--- src/rtl/piso_serializer_if.sv ---
// rtl/piso_serializer_if.sv - load handshake and serial beat bundle for piso_serializer
interface piso_serializer_if #(
    parameter int WIDTH = 32
);
    localparam int CNT_W = $clog2(WIDTH);

    logic [WIDTH-1:0] x;
    logic             load_valid;
    logic             load_ready;
    logic             sout;
    logic             sout_valid;
    logic             sout_ready;
    logic             sout_last;
    logic             done;
    logic [CNT_W-1:0] bit_cnt;

    modport master (
        output x, load_valid, sout_ready,
        input  load_ready, sout, sout_valid, sout_last, done, bit_cnt
    );

    modport slave (
        input  x, load_valid, sout_ready,
        output load_ready, sout, sout_valid, sout_last, done, bit_cnt
    );
endinterface

--- src/rtl/piso_serializer.sv ---
// rtl/piso_serializer.sv - parallel-in serial-out transmitter with bit-level backpressure
module piso_serializer #(
    parameter int WIDTH     = 32,
    parameter bit LSB_FIRST = 1'b0
) (
    input logic              clk,
    input logic              rst,
    piso_serializer_if.slave bus
);
    localparam int                 CNT_W      = $clog2(WIDTH);
    localparam logic [CNT_W-1:0]   PENULT_CNT = CNT_W'(WIDTH - 2);

    typedef enum logic {
        IDLE,
        SHIFT
    } state_t;

    state_t           state_q;
    logic [WIDTH-1:0] shreg_q;
    logic [WIDTH-1:0] shreg_d;
    logic [CNT_W-1:0] bit_cnt_q;
    logic             load_ready_q;
    logic             sout_valid_q;
    logic             sout_last_q;
    logic             done_q;

    // Shift toward the output end with zero fill, so shreg is all zeros once a word has drained.
    generate
        if (LSB_FIRST) begin : g_lsb
            assign shreg_d  = {1'b0, shreg_q[WIDTH-1:1]};
            assign bus.sout = sout_valid_q & shreg_q[0];
        end else begin : g_msb
            assign shreg_d  = {shreg_q[WIDTH-2:0], 1'b0};
            assign bus.sout = sout_valid_q & shreg_q[WIDTH-1];
        end
    endgenerate

    // sout_last is precomputed one beat ahead so it is a register, not a compare on bit_cnt.
    always_ff @(posedge clk) begin
        if (rst) begin
            state_q      <= IDLE;
            shreg_q      <= '0;
            bit_cnt_q    <= '0;
            load_ready_q <= 1'b1;
            sout_valid_q <= 1'b0;
            sout_last_q  <= 1'b0;
            done_q       <= 1'b0;
        end else begin
            done_q <= 1'b0;
            case (state_q)
                IDLE: begin
                    if (bus.load_valid && load_ready_q) begin
                        shreg_q      <= bus.x;
                        bit_cnt_q    <= '0;
                        state_q      <= SHIFT;
                        load_ready_q <= 1'b0;
                        sout_valid_q <= 1'b1;
                        sout_last_q  <= 1'b0;
                    end
                end
                SHIFT: begin
                    if (bus.sout_ready) begin
                        shreg_q <= shreg_d;
                        if (sout_last_q) begin
                            state_q      <= IDLE;
                            bit_cnt_q    <= '0;
                            load_ready_q <= 1'b1;
                            sout_valid_q <= 1'b0;
                            sout_last_q  <= 1'b0;
                            done_q       <= 1'b1;
                        end else begin
                            bit_cnt_q   <= bit_cnt_q + CNT_W'(1);
                            sout_last_q <= (bit_cnt_q == PENULT_CNT);
                        end
                    end
                end
                default: state_q <= IDLE;
            endcase
        end
    end

    assign bus.load_ready = load_ready_q;
    assign bus.sout_valid = sout_valid_q;
    assign bus.sout_last  = sout_last_q;
    assign bus.done       = done_q;
    assign bus.bit_cnt    = bit_cnt_q;
endmodule

--- src/flat_wrapper.sv ---
// flat-port wrapper written by rule: the top's interface ports become plain ports
module piso_serializer_flat 
#(
    parameter int WIDTH     = 32,
    parameter bit LSB_FIRST = 1'b0
)
  (clk, rst, bus_x, bus_load_valid, bus_sout_ready, bus_load_ready, bus_sout, bus_sout_valid, bus_sout_last, bus_done, bus_bit_cnt);
  piso_serializer_if #(.WIDTH(WIDTH)) bus_i ();
  input logic clk;
  input logic rst;
  input wire logic [$bits(bus_i.x)-1:0] bus_x;
  input wire logic [$bits(bus_i.load_valid)-1:0] bus_load_valid;
  input wire logic [$bits(bus_i.sout_ready)-1:0] bus_sout_ready;
  output wire logic [$bits(bus_i.load_ready)-1:0] bus_load_ready;
  output wire logic [$bits(bus_i.sout)-1:0] bus_sout;
  output wire logic [$bits(bus_i.sout_valid)-1:0] bus_sout_valid;
  output wire logic [$bits(bus_i.sout_last)-1:0] bus_sout_last;
  output wire logic [$bits(bus_i.done)-1:0] bus_done;
  output wire logic [$bits(bus_i.bit_cnt)-1:0] bus_bit_cnt;
  assign bus_i.x = bus_x;
  assign bus_i.load_valid = bus_load_valid;
  assign bus_i.sout_ready = bus_sout_ready;
  assign bus_load_ready = bus_i.load_ready;
  assign bus_sout = bus_i.sout;
  assign bus_sout_valid = bus_i.sout_valid;
  assign bus_sout_last = bus_i.sout_last;
  assign bus_done = bus_i.done;
  assign bus_bit_cnt = bus_i.bit_cnt;
  piso_serializer #(.WIDTH(WIDTH), .LSB_FIRST(LSB_FIRST)) u_core (.clk(clk), .rst(rst), .bus(bus_i));
endmodule
--- config.mk ---
export PLATFORM = sky130hd
export DESIGN_NAME = piso_serializer_flat
export DESIGN_NICKNAME = d
export VERILOG_FILES = /design/src/rtl/piso_serializer_if.sv /design/src/rtl/piso_serializer.sv /design/src/flat_wrapper.sv
export SDC_FILE = /design/constraint.sdc
export NUM_CORES = 1
export LEC_CHECK = 0
export CAP_MARGIN = 15
export CORE_ASPECT_RATIO = 1.25
export CORE_MARGIN = 5
export CORE_UTILIZATION = 55
export CTS_BUF_LIST = sky130_fd_sc_hd__clkbuf_4
export DETAILED_ROUTE_END_ITERATION = 12
export PLACE_DENSITY = 0.87
export SYNTH_ARGS = -nofsm -noshare
export SYNTH_HDL_FRONTEND = slang
export SYNTH_SLANG_ARGS = --single-unit
--- constraint.sdc ---
create_clock -name clk -period 3.52 [get_ports clk]
set_clock_uncertainty 0.05 [all_clocks]
set_input_delay 0.704 -clock clk [delete_from_list [all_inputs] [get_ports clk]]
set_output_delay 0.704 -clock clk [all_outputs]
set_load 0.005 [all_outputs]
; ---- After elaboration in Yosys (flattened, before gate mapping)
; Cells that the tools add are included.
[classes]
div_mod_pow = 0
n_bitwise = 3
order_cmp = 0
n_shift = 0
eq_ne = 4
multipliers = 0
n_addsub = 1
mux = 23
reduce_logical = 4
[ops]
columns = cell, count
row1 = 2-to-1 mux 32 bit, 2
row2 = case mux 32 bit (2 select lines), 1
row3 = 2-to-1 mux 5 bit, 3
row4 = 2-to-1 mux 1 bit, 12
row5 = case mux 5 bit (2 select lines), 1
row6 = case mux 1 bit (2 select lines), 4
row7 = "adder 5 x 1 -> 5 bit, second input constant", 1
row8 = "== test 5 bit, second input constant", 1
row9 = "!= test 2 bit, second input constant", 2
row10 = AND reduction 3 bit, 1
row11 = OR reduction 3 bit, 1
row12 = "!= test 2 x 1 -> 1 bit, second input constant", 1
row13 = inverter 1 bit, 2
row14 = AND reduction 2 bit, 1
row15 = AND 1 bit, 1
row16 = logical AND 1 bit, 1
[totals]
latch_bits = 0
mem_bits_ro = 0
regBits = 42
mem_bits_rw = 0
memories = 0

; ---- Longest topological paths before layout
[logic_depth]
ltp_word = 4
mapped_depth = 5
depth_no_buf = 5

; ---- Worst setup path before layout
; No wires, ideal clock.
[synth_timing]
path_type = input to register
startpoint = in bus_sout_ready
endpoint = reg u_core.shreg_q[10]
path_slack_ps = 2008
arrival_ps = 1328
setup_time_ps = 134
cell_stages = 5
cell_sequence = and2_1 -> buf_2 -> buf_2 -> nor3_1 -> a211oi_1
[synth_via]
elab_chain_cells = 2
[synth_lines]
columns = element, line_no
row1 = "start, declared", flat_wrapper.sv:13  ; input wire logic [$bits(bus_i.sout_ready)-1:0] bus_sout_ready;
row2 = != test 2 bit (no line), -
row3 = AND reduction 2 bit (no line), -
row4 = "end signal, assigned", piso_serializer.sv:53  ; shreg_q <= bus.x;
row5 = "end signal, assigned", piso_serializer.sv:63  ; shreg_q <= shreg_d;
row6 = "end, declared", piso_serializer.sv:19  ; logic [WIDTH-1:0] shreg_q;
; Every way passes these cells.
; A chain may end at the register's enable or synchronous reset.

; ---- Final worst setup path
[layout_timing]
startpoint = reg u_core.load_ready_q (netlist: u_core.bus.load_ready)
endpoint = out bus_load_ready
[layout_lines]
columns = element, line_no
row1 = "start, declared", piso_serializer.sv:22  ; logic load_ready_q;
row2 = "start signal, assigned", piso_serializer.sv:44  ; load_ready_q <= 1'b1;
row3 = "start signal, assigned", piso_serializer.sv:56  ; load_ready_q <= 1'b0;
row4 = "start signal, assigned", piso_serializer.sv:67  ; load_ready_q <= 1'b1;
row5 = "end, declared", flat_wrapper.sv:14  ; output wire logic [$bits(bus_i.load_ready)-1:0] bus_load_ready;
; No word-level cell between the ends.

==> impl_metrics.ini <==
[run_status]
outcome = completed

[setup_path]
cpPeakStageDelay_ns = 0.55
worstSetupEndpointType = output pin
worst-endpoint-required_ns = 2.77
critical_path.cell_chain = clkdlybuf4s50_1
cpMaxStageDelayCell = clkdlybuf4s50_1
path_delay_family = buffers and inverters
worstSetupPathType = reg -> out
critical_path_buf_inv_count = 1
critPathLaunchType = flop
worst-endpoint-arrival_ns = 1.35
critical_path.max_fanout = 7

[synthesis]
main_flop_type_after_synthesis = dfxtp_1
post_synth.cell_area_avg_um2 = 9.65
synth_async_sr_flop_share_pct = 0
synth_most_common_cell = dfxtp_1
synth_nets = 241
synth.cells.most_frequent = dfxtp_1 (42), nor3_1 (32), a211oi_1 (31), mux2i_1 (31), buf_2 (9)
yosys.cell_types.count = 29
mappedNetlistArea_um2 = 1960
synth.area.top_cells = dfxtp_1 (43%), mux2i_1 (16%), a211oi_1 (12%)
share_of_the_yosys_chip_area_belonging_to_registers_pct = 42.9
synth.largest_area_cell = dfxtp_1
synthesis.instances = 203
yosys_warn_count = 0
synthDominantCellAreaShare_pct = 42.9
flip_flop_and_latch_count_after_synthesis = 42
synth-edff-count = 0

[sta]
maxSlewViolCount = 0
tightest_slew_ns = 0.506
grt_setup_unrepaired = no
fmax_mhz = 475
maxSlewHeadroom_pct = 66.3
period_needed_ns = 2.10
finalCritPeriodShare_pct = 59.8
final_number_of_hold_violating_endpoints = 0
final_tns_setup_ns = 0
timing.final.setup_violations = 0

[clocking]
cts_setup_buffers = 0
clock-root-buffer = clkbuf_4
cts_made_buffers = 5
clock_tree.buffer_depth = 2
cts_hold_repair.buffers = 0
cts.htree.levels = 2
cts_resized = 0
clk_pin_slew_ns = 0.12
tritoncts = built
clkLatencyLatePin_ns = 0.34
cts_sinks = 42

[floorplanning]
die_w_um = 63.4
fp.coreArea_um2 = 3450
initial_core_util_pct = 56.7
top_level_ports = 46
floorplan.rows = 24
chipHeight_um = 76.7
floorplan.die_area_um2 = 4860

[place]
estimated_wirelength_of_the_detail_placed_design_um = 2750
portbufs = 45
globalplace.congestion = 0.785

[pwr]
p_leak_nw = 0.870
power_density_nw_per_um2 = 405
vdd_drop_max_uv = 302

[cells_and_area]
postLayoutCoreUtil_pct = 70.0
area_growth_syn_to_layout_pct = 23.4
drive_above_1_share_pct = 6.28
num-nets-final = 277
antenna-diode-count = 0

[job]
max_cap_violations = 0

[grt]
grt.total_usage_pct = 17.8
global_route.overflow_total = 0
grt_pass1_wl_um = 7270
vias_in_the_first_global_route = 1578
grt_antenna_before_repair = 0
maximum_number_of_pins_on_one_net_before_global_route_repair = 34

[detailed_routing]
drtAntennaViolNets = 0
drtIter0Drc = 117
detail_route.first_pass.iterations = 4
dr_total_vias = 1640
avgViaCountPerCell = 5.90
drcViolationCount = 0
drt-wirelength-per-cell_um = 15.2
detail_route.wirelength_um = 4240

[hold_path]
hp-class = reg -> reg
-- layer usage --
layer	share of wire, %	GRT usage [%]	up-vias
met5	0	0	-
met4	1.1	5.61	0
met3	4.8	4.82	6
met2	48	27.6	38
met1	46	23.8	759
li1	-	-	837
-- sequential cells by signal, summed over array words and instances (netlist names) --
register               count
u_core.bus.sout_last       1
u_core.bus.load_ready      1
u_core.bus.bit_cnt         5
u_core.shreg_q            32
u_core.state_q             1
u_core.bus.sout_valid      1
u_core.bus.done            1
-- stage by stage --
stage	worst slack (ns)	instance area, um^2	instances	power, mW	hold slack [ns]
final	1.42	2420	278	0.978	0.462
after global routing	1.32	2420	278	1.04	0.502
after CTS	1.39	2420	278	0.984	0.460
after detailed placement	1.26	2370	271	0.768	0.440
after global placement	1.34	2370	271	0.762	0.436
after floorplan	2.01	1960	203	0.701	0.419
-- final cells by class --
cell class	instances	area [um^2]
Clock buffer	5	37.5
Clock inverter	2	10.0
Fill cell	270	1040
Inverter	2	7.51
Multi-Input combinational cell	138	982
Sequential cell	42	842
Tap cell	39	48.8
Timing Repair Buffer	50	488
-- path summary, 6_finish.rpt --
kind	from	to	slack, ns	depth (start not counted)
setup / recovery	u_core.bus.load_ready	bus_load_ready	1.42	1
setup reg to reg	u_core.state_q	u_core.shreg_q[10]	2.01	3
hold reg to reg	u_core.shreg_q[0]	u_core.shreg_q[0]	0.46	2
hold / removal	u_core.shreg_q[0]	u_core.shreg_q[0]	0.46	2
-- cell families (layout without fill, tap and decap cells) --
| group | after synthesis | after routing | share of synthesized area (%) |
|---|---|---|---|
| buf+inv | 23 | 59 | 6.90 |
| flops | 42 | 42 | 42.9 |
| simple gates | 60 | 60 | 16.6 |
| mux | 31 | 31 | 15.8 |
| compound gates | 45 | 45 | 16.4 |
| fa+ha+maj | 2 | 2 | 1.28 |
-- where the power goes --
part / leakage (nW) / switching [mW] / internal, mW / total [mW]
logic: 0.493 / 0.0989 / 0.111 / 0.210
clock network: 0.0308 / 0.148 / 0.0720 / 0.220
registers: 0.347 / 0.0276 / 0.520 / 0.548
-- cell usage in the layout (no fill, tap or decap) --
cell type and n:
nand3b_2 1, ha_1 2, nor3_1 32, a311oi_1 2, a21boi_0 1, nand2b_1 3
o21bai_1 1, nand2_1 4, mux2i_1 31, a31oi_1 1, nand3b_1 1, and2_1 2
and3_1 2, nand2_2 1, clkinv_2 2, and4_1 1, and3b_1 2, buf_4 5
clkbuf_4 5, or4_1 1, inv_1 2, clkdlybuf4s50_1 45, a211oi_1 31, a41oi_1 1
dfxtp_1 41, dfxtp_2 1, o22ai_1 1, nand3_1 8, a21oi_1 7, nor2_1 2
Note: power is estimated with default switching activity, not from simulation.
